--- src/rtl/ysyx_24100006_regfile_sb.sv ---
// rtl/ysyx_24100006_regfile_sb.sv - GPR file, machine CSR bank and RAW scoreboard fed by WBU commits
// Commits land at the accepting edge; an irq commit spends one extra cycle in S_TRAP updating mcause/mstatus.
module ysyx_24100006_regfile_sb #(
  parameter int          NR_GPR  = 16,
  parameter int          SB_W    = 2,
  parameter logic [31:0] MARCHID = 32'h016FBCA6
) (
  input  logic        clk,
  input  logic        reset,
  input  logic        wb_in_valid,
  output logic        wb_in_ready,
  input  logic        irq_WD,
  input  logic [7:0]  irq_no_WD,
  input  logic        Gpr_Write_WD,
  input  logic        Csr_Write_WD,
  input  logic [3:0]  Gpr_Write_Addr_WD,
  input  logic [11:0] Csr_Write_Addr_WD,
  input  logic [31:0] wdata_gpr,
  input  logic [31:0] wdata_csr,
  input  logic [3:0]  rs1_addr,
  input  logic [3:0]  rs2_addr,
  output logic [31:0] rs1_data,
  output logic [31:0] rs2_data,
  input  logic [11:0] csr_raddr,
  output logic [31:0] rdata_csr,
  output logic [31:0] mtvec,
  output logic [31:0] mepc,
  input  logic        issue_valid,
  input  logic        issue_wen,
  input  logic [3:0]  issue_rd,
  output logic        issue_ready,
  output logic        rs1_busy,
  output logic        rs2_busy,
  output logic        sb_err
);

  localparam logic [11:0] CSR_MSTATUS   = 12'h300;
  localparam logic [11:0] CSR_MTVEC     = 12'h305;
  localparam logic [11:0] CSR_MEPC      = 12'h341;
  localparam logic [11:0] CSR_MCAUSE    = 12'h342;
  localparam logic [11:0] CSR_MVENDORID = 12'hF11;
  localparam logic [11:0] CSR_MARCHID   = 12'hF12;
  localparam logic [31:0] MVENDORID     = 32'h79737978;

  typedef enum logic {S_IDLE, S_TRAP} state_t;

  state_t            state, state_n;
  logic              ready_q;
  logic [31:0]       gpr [NR_GPR];
  logic [31:0]       mstatus, mcause;
  logic [31:0]       mstatus_n, mtvec_n, mepc_n, mcause_n;
  logic [7:0]        irq_no_q;
  logic [SB_W-1:0]   cnt   [NR_GPR];
  logic [SB_W-1:0]   cnt_n [NR_GPR];
  logic              sb_err_set;
  logic              accept, gpr_we, irq_acc;

  assign wb_in_ready = ready_q;
  assign accept      = wb_in_valid & ready_q;
  assign gpr_we      = accept & Gpr_Write_WD & (Gpr_Write_Addr_WD != 4'd0);
  assign irq_acc     = accept & irq_WD;

  always_comb begin
    state_n   = state;
    mstatus_n = mstatus;
    mtvec_n   = mtvec;
    mepc_n    = mepc;
    mcause_n  = mcause;
    case (state)
      S_IDLE: begin
        if (irq_acc) begin
          mepc_n  = wdata_csr;
          state_n = S_TRAP;
        end else if (accept && Csr_Write_WD) begin
          case (Csr_Write_Addr_WD)
            CSR_MSTATUS: mstatus_n = wdata_csr;
            CSR_MTVEC:   mtvec_n   = wdata_csr;
            CSR_MEPC:    mepc_n    = wdata_csr;
            CSR_MCAUSE:  mcause_n  = wdata_csr;
            default:     ;
          endcase
        end
      end
      S_TRAP: begin
        mcause_n     = {24'b0, irq_no_q};
        mstatus_n[7] = mstatus[3];
        mstatus_n[3] = 1'b0;
        state_n      = S_IDLE;
      end
      default: state_n = S_IDLE;
    endcase
  end

  // Reads see the value this edge will store (write-first)
  always_comb begin
    rdata_csr = 32'b0;
    case (csr_raddr)
      CSR_MSTATUS:   rdata_csr = mstatus_n;
      CSR_MTVEC:     rdata_csr = mtvec_n;
      CSR_MEPC:      rdata_csr = mepc_n;
      CSR_MCAUSE:    rdata_csr = mcause_n;
      CSR_MVENDORID: rdata_csr = MVENDORID;
      CSR_MARCHID:   rdata_csr = MARCHID;
      default:       ;
    endcase
  end

  assign rs1_data = (rs1_addr == 4'd0) ? 32'b0 :
                    (gpr_we && Gpr_Write_Addr_WD == rs1_addr) ? wdata_gpr : gpr[rs1_addr];
  assign rs2_data = (rs2_addr == 4'd0) ? 32'b0 :
                    (gpr_we && Gpr_Write_Addr_WD == rs2_addr) ? wdata_gpr : gpr[rs2_addr];

  assign issue_ready = !(issue_wen && (cnt[issue_rd] == '1));
  assign rs1_busy    = (cnt[rs1_addr] != '0) && (rs1_addr != 4'd0);
  assign rs2_busy    = (cnt[rs2_addr] != '0) && (rs2_addr != 4'd0);

  // A simultaneous issue and commit to one register cancel out
  always_comb begin
    sb_err_set = 1'b0;
    for (int r = 0; r < NR_GPR; r++) begin
      logic inc, dec;
      inc = issue_valid && issue_ready && issue_wen && (issue_rd == 4'(r)) && (r != 0);
      dec = gpr_we && (Gpr_Write_Addr_WD == 4'(r));
      cnt_n[r] = cnt[r];
      if (dec && cnt[r] == '0) sb_err_set = 1'b1;
      if (inc && !dec)
        cnt_n[r] = cnt[r] + SB_W'(1);
      else if (dec && !inc && cnt[r] != '0)
        cnt_n[r] = cnt[r] - SB_W'(1);
    end
  end

  always_ff @(posedge clk or negedge reset) begin
    if (!reset) begin
      state    <= S_IDLE;
      ready_q  <= 1'b1;
      mstatus  <= 32'h1800;
      mtvec    <= 32'b0;
      mepc     <= 32'b0;
      mcause   <= 32'b0;
      irq_no_q <= 8'b0;
      sb_err   <= 1'b0;
      for (int r = 0; r < NR_GPR; r++) begin
        gpr[r] <= 32'b0;
        cnt[r] <= '0;
      end
    end else begin
      state   <= state_n;
      ready_q <= (state_n == S_IDLE);
      mstatus <= mstatus_n;
      mtvec   <= mtvec_n;
      mepc    <= mepc_n;
      mcause  <= mcause_n;
      if (irq_acc)    irq_no_q <= irq_no_WD;
      if (sb_err_set) sb_err   <= 1'b1;
      if (gpr_we)     gpr[Gpr_Write_Addr_WD] <= wdata_gpr;
      for (int r = 0; r < NR_GPR; r++) cnt[r] <= cnt_n[r];
    end
  end

endmodule

--- config.mk ---
export PLATFORM = sky130hd
export DESIGN_NAME = ysyx_24100006_regfile_sb
export DESIGN_NICKNAME = d
export VERILOG_FILES = /design/src/rtl/ysyx_24100006_regfile_sb.sv
export SDC_FILE = /design/constraint.sdc
export NUM_CORES = 2
export LEC_CHECK = 0
export CORE_MARGIN = 2
export CORE_UTILIZATION = 40
export CTS_BUF_LIST = sky130_fd_sc_hd__clkbuf_8
export DETAILED_ROUTE_END_ITERATION = 6
export PLACE_DENSITY = 0.61
export SYNTH_ARGS = -nofsm -noshare
export SYNTH_HDL_FRONTEND = slang
export SYNTH_SLANG_ARGS = --single-unit
--- constraint.sdc ---
create_clock -name clk -period 3.4 [get_ports clk]
set_clock_uncertainty 0.1 [all_clocks]
set_input_delay 0.68 -clock clk [delete_from_list [all_inputs] [get_ports clk]]
set_output_delay 0.68 -clock clk [all_outputs]
set_load 0.1 [all_outputs]
# Yosys cells after proc, flatten, opt, wreduce, memory -nomap -nowiden
# Cells that the tools add are included.
[word_totals]
regBits = 683
output_inout_bits = 165
wordCells = 408
in_bits = 120
[classes]
n_eq_ne = 43
n_reduce_logical = 188
n_mux = 91
n_addsub = 31
n_bitwise = 10
magnitude_cmp = 5
[op_table]
columns = ["cell", "n"]
rows = [
  ["$mux 32", 23],
  ["$bwmux 512", 1],
  ["$bmux 32 s4", 2],
  ["$pmux 32 s6", 1],
  ["$demux 32 s4", 1],
  ["$logic_and 1x1->1", 102],
  ["$eq 12x10->1 const B", 8],
  ["$mux 2", 36],
  ["$reduce_bool 2->1", 33],
  ["$eq 4x4->1 const B", 16],
  ["$pmux 32 s2", 1],
  ["$eq 4x3->1 const B", 8],
  ["$logic_not 2->1", 16],
  ["$sub 2x1->2 const B", 16],
  ["$logic_not 1->1", 31],
  ["$add 2x1->2 const B", 15],
  ["$bmux 2 s4", 3],
  ["$eq 12x12->1 const B", 2],
  ["$mux 24", 1],
  ["$ge 5x5->1 const B", 4],
  ["$not 4->5", 4],
  ["$mux 1", 17],
  ["$eq 4x2->1 const B", 4],
  ["$logic_not 4->1", 3],
  ["9 further kinds", 20],
]

# Depth between registers and ports, before layout
[depth]
word_depth = 21
depth_mapped = 9
mapped_depth_nobuf = 6

# Worst setup path after synthesis
# No wires, ideal clock.
[synth_path]
path_kind = "input -> output"
start = "in rs1_addr[1]"
end = "out rs1_data[0]"
slack_ps = -1523
t_required_ps = 2620
arrival_time_ps = 4143
path_buffers = 3
cell_stages = 7
cell_sequence = "buf_2 buf_1 buf_1 mux4_2 mux4_2 inv_1 o21ai_0"
[synth_via]
elab_chain_len = 6
word_cells_on_any_way = 9
classes_between = "1 x eq/ne; 5 x mux; 1 x bitwise; 2 x reduce/logical"
[synth_lines]
columns = ["item", "line_no", "source"]
rows = [
  ["start, declared", "20", "input logic [3:0] rs1_addr,"],
  ["$not 4->5 (not written as such)", "109", "(gpr_we && Gpr_Write_Addr_WD == rs1_addr) ? wdata_gpr : gpr[rs1_addr];"],
  ["$bmux 32 s4", "109", ""],
  ["$mux 32 (not written as such) (2 in series)", "109", ""],
  ["$mux 32", "109", ""],
  ["$mux 32 (*)", "108", "assign rs1_data = (rs1_addr == 4'd0) ? 32'b0 :"],
  ["end, declared", "22", "output logic [31:0] rs1_data,"],
]
# Mark *: on every way between the ends. The rest lies on a longest branch, timed or not. The select of a mux whose other input is x is not followed.

# Worst setup path after layout
[layout_path]
start = "reg ready_q (netlist: wb_in_ready)"
end = "out rdata_csr[1]"
[layout_via]
elab_chain_len = 6
word_cells_on_any_way = 16
classes_between = "13 x mux; 2 x bitwise; 1 x reduce/logical"
[layout_lines]
columns = ["item", "line_no", "source"]
rows = [
  ["start, declared", "48", "logic ready_q;"],
  ["start signal, assigned", "149", "ready_q <= (state_n == S_IDLE);"],
  ["$and 1x1->1 (*)", "59", "assign accept = wb_in_valid & ready_q;"],
  ["$logic_and 1x1->1", "74", "end else if (accept && Csr_Write_WD) begin"],
  ["$mux 32", "74", ""],
  ["$mux 32", "71", "if (irq_acc) begin"],
  ["$pmux 32 s2, or another cell as far along", "69", "case (state)"],
  ["$pmux 32 s6 (*)", "97", "case (csr_raddr)"],
  ["end, declared", "25", "output logic [31:0] rdata_csr,"],
]
# Mark *: on every way between the ends. The rest lies on a longest branch, timed or not.

==> impl_metrics.toml <==
[status]
status = "complete, but fails checks"
violations = "setup timing"

[detailed_routing]
drc = 0
via_per_inst = 5.82
num_vias = 25800
drt-initial-drc-count = 1747
finalWirelength_um = 114000
drt-pass1-iter-count = 5
drtAntennaViolNets = 0
wl_per_cell_um = 25.7

[timing]
setup_ws_ps = -649
setup_violations = 98
period_share_pct = 119
max_freq_ghz = 0.247
hold_violations = 0
worst_pin_slew_ps = 651
holdWs_ps = 279
tns_ps = -43330
min_period_ps = 4050
slew_headroom_pct = 56.5
slew_violations = 0
rsz0062_at_grt = "yes"

[job]
maxCapViolCount = 0

[logic_synthesis]
syn_inst = 2662
syn-num-nets = 2782
ys_seq_elements = 683
synth_cell_type_count = 59
synth_seq_area_share_pct = 47.4
ys_warn_count = 0
synth_edf_count = 0
syn_area_um2 = 36100
syn_area_per_cell_um2 = 13.6
synth_ff_type = "dfrtp_1"
async_flop_share_pct = 100

[floorplan]
initial_core_util_pct = 40.2
core_um2 = 89700
die-area_um2 = 92700
fp.dieH_um = 304
die_w_um = 304
fp-row-count = 110
io_pins = 285

[power_and_ir_drop]
power_density_nw_per_um2 = 536
comb_power_share_pct = 31.2
switchingPower_mw = 8.58
p_leak_nw = 21.6
ir_drop_mv = 0.550
p_seq_share_pct = 39.9
p_int_mw = 17.2
total_power_mw = 25.8
p_clk_share_pct = 28.9
switching_share_pct = 33.3

[setup_path]
critPathCaptureType = "output port"
cp_max_fo = 4
reg2reg_depth = 8
crit_start = "wb_in_ready"
r2r_end = "cnt[22]"
crit_end = "rdata_csr[1]"
arrival_ps = 3270
rrSetupSlack_ps = 640
critPathKind = "reg2out"
reg2reg_from = "wb_in_ready"
cp.required_ps = 2620
critPathLaunchType = "flip-flop"

[global_routing]
grt-ovfl-total = 0
antenna_found_initial = 7
grt_pass1_wl_um = 174000
grtUsageTotal_pct = 24.8
grt_max_degree = 102
grt_pass1_vias = 28200

[clocking]
cts_buffers = 118
cts_root_buffer = "clkbuf_8"
cts.htree.levels = 3
clock_latency_ps = 750
clock_sinks = 683
clk_path_buf_depth = 3
clk_pin_slew_worst_paths_ps = 60
cts_tree = "done"

[placement]
gp_congestion = 0.856
post-place-ws_ps = -596
io_buffers = 284
place_hpwl_um = 74200

[layout]
syn_to_final_growth_pct = 33.2
drive_above_1_share_pct = 53.1
final_cell_mix = "dfrtp_1, mux2_2, mux4_2"
nets = 3292
final_common_cell = "dfrtp_1"

[worst_hold_path]
hp-class = "reg2reg"
## power by group through the flow
| stage | clock [mW] | combinational [mW] | sequential (mW) |
|---|---|---|---|
| 2_1_floorplan | 0 | 4.83 | 10.7 |
| 3_3_place_gp | 0 | 7.65 | 10.3 |
| 3_5_place_dp | 0 | 7.79 | 10.4 |
| 4_1_cts | 7.65 | 8.07 | 10.3 |
| 5_1_grt | 8.02 | 8.43 | 10.5 |
| 6_report | 7.45 | 8.05 | 10.3 |
## synth_stat cells, types with 12 or more instances
cell      number  share of area [%]
dfrtp_1      680                 47
mux2_2       510                 16
mux4_2       330                 21
nand2_1      251                2.6
clkbuf_1     169                1.8
inv_1        108                1.1
nor2_1        99                1.0
o21ai_0       75                1.0
mux2i_1       63                1.7
buf_2         54               0.75
a21oi_1       41               0.57
nand4_1       23               0.40
nor3_1        21               0.29
o22a_1        20               0.49
or2_2         20               0.35
buf_1         19               0.20
nand3_1       19               0.26
and3_1        15               0.26
xnor2_1       12               0.29
## metrics by stage
stage | instance area, um2 | util (%) | instances
after detailed placement | 44200 | 49.3 | 4148
after CTS | 47700 | 53.2 | 4424
after global routing | 48100 | 53.6 | 4438
final | 48100 | 53.6 | 4439
after floorplan | 37200 | - | 2662
after global placement | 44200 | 49.3 | 4148
## critical path, stage by stage, from the launching register on
cell and delay, ps:
dfstp_4 630, and3_4 190, buf_6 100, nand4b_4 120
buf_4 170, or3_4 400, mux2i_2 250, o221ai_2 140
a221o_2 340, buf_12 180
## registers in the layout (all words and copies together), names as in the netlist
signal,count
gpr,512
cnt,32
mcause,32
mepc,32
mstatus,32
mtvec,32
irq_no_q,8
sb_err,1
state,1
wb_in_ready,1
## cells by family (layout without fill, tap and decap cells)
logic type      count (synthesis)  in the layout  synth area share, %
flops                         683            683                 47.4
buf+inv                       357            954                 4.01
simple gates                  511            511                 6.58
other cells                     0              4                    0
mux                           905            905                 38.3
compound gates                190            190                 3.34
xor+xnor                       16             16                0.388
## layout make-up
type / count / area, um2
Fill cell: 7276 / 41600
Multi-Input combinational cell: 1622 / 19200
Sequential cell: 683 / 17100
Timing Repair Buffer: 638 / 7540
Clock buffer: 151 / 2080
Tap cell: 1176 / 1470
Inverter: 109 / 412
Clock inverter: 56 / 274
Antenna cell: 4 / 10.0
## worst min path at each step
stage | from | endpoint | slack [ps] | cells past startpoint
3_3_place_gp | cnt[30] | cnt[30] | 270 | 0
3_5_place_dp | cnt[30] | cnt[30] | 270 | 0
6_report | cnt[30] | cnt[30] | 280 | 0
2_1_floorplan | reset | cnt[0] | 280 | 0
5_1_grt | cnt[31] | cnt[31] | 300 | 0
4_1_cts | cnt[30] | cnt[30] | 280 | 0
## layer usage
| metal | share of wire, % | track usage, % | vias to the layer above |
|---|---|---|---|
| met2 | 48 | 39.8 | 988 |
| met4 | 4.7 | 11.6 | 6 |
| met5 | 0.025 | 0 | - |
| met3 | 6.6 | 5.48 | 316 |
| met1 | 41 | 32.0 | 13600 |
| li1 | - | - | 10900 |
## timing repair
item	CTS	global route
buffers inserted	61	19
cloned	9	0
hold buffers	1	0
hold endpoints to repair	39	0
setup endpoints to repair	99	99
pin swaps	62	35
gates resized for setup	113	83
(Power assumes the default switching activity.)
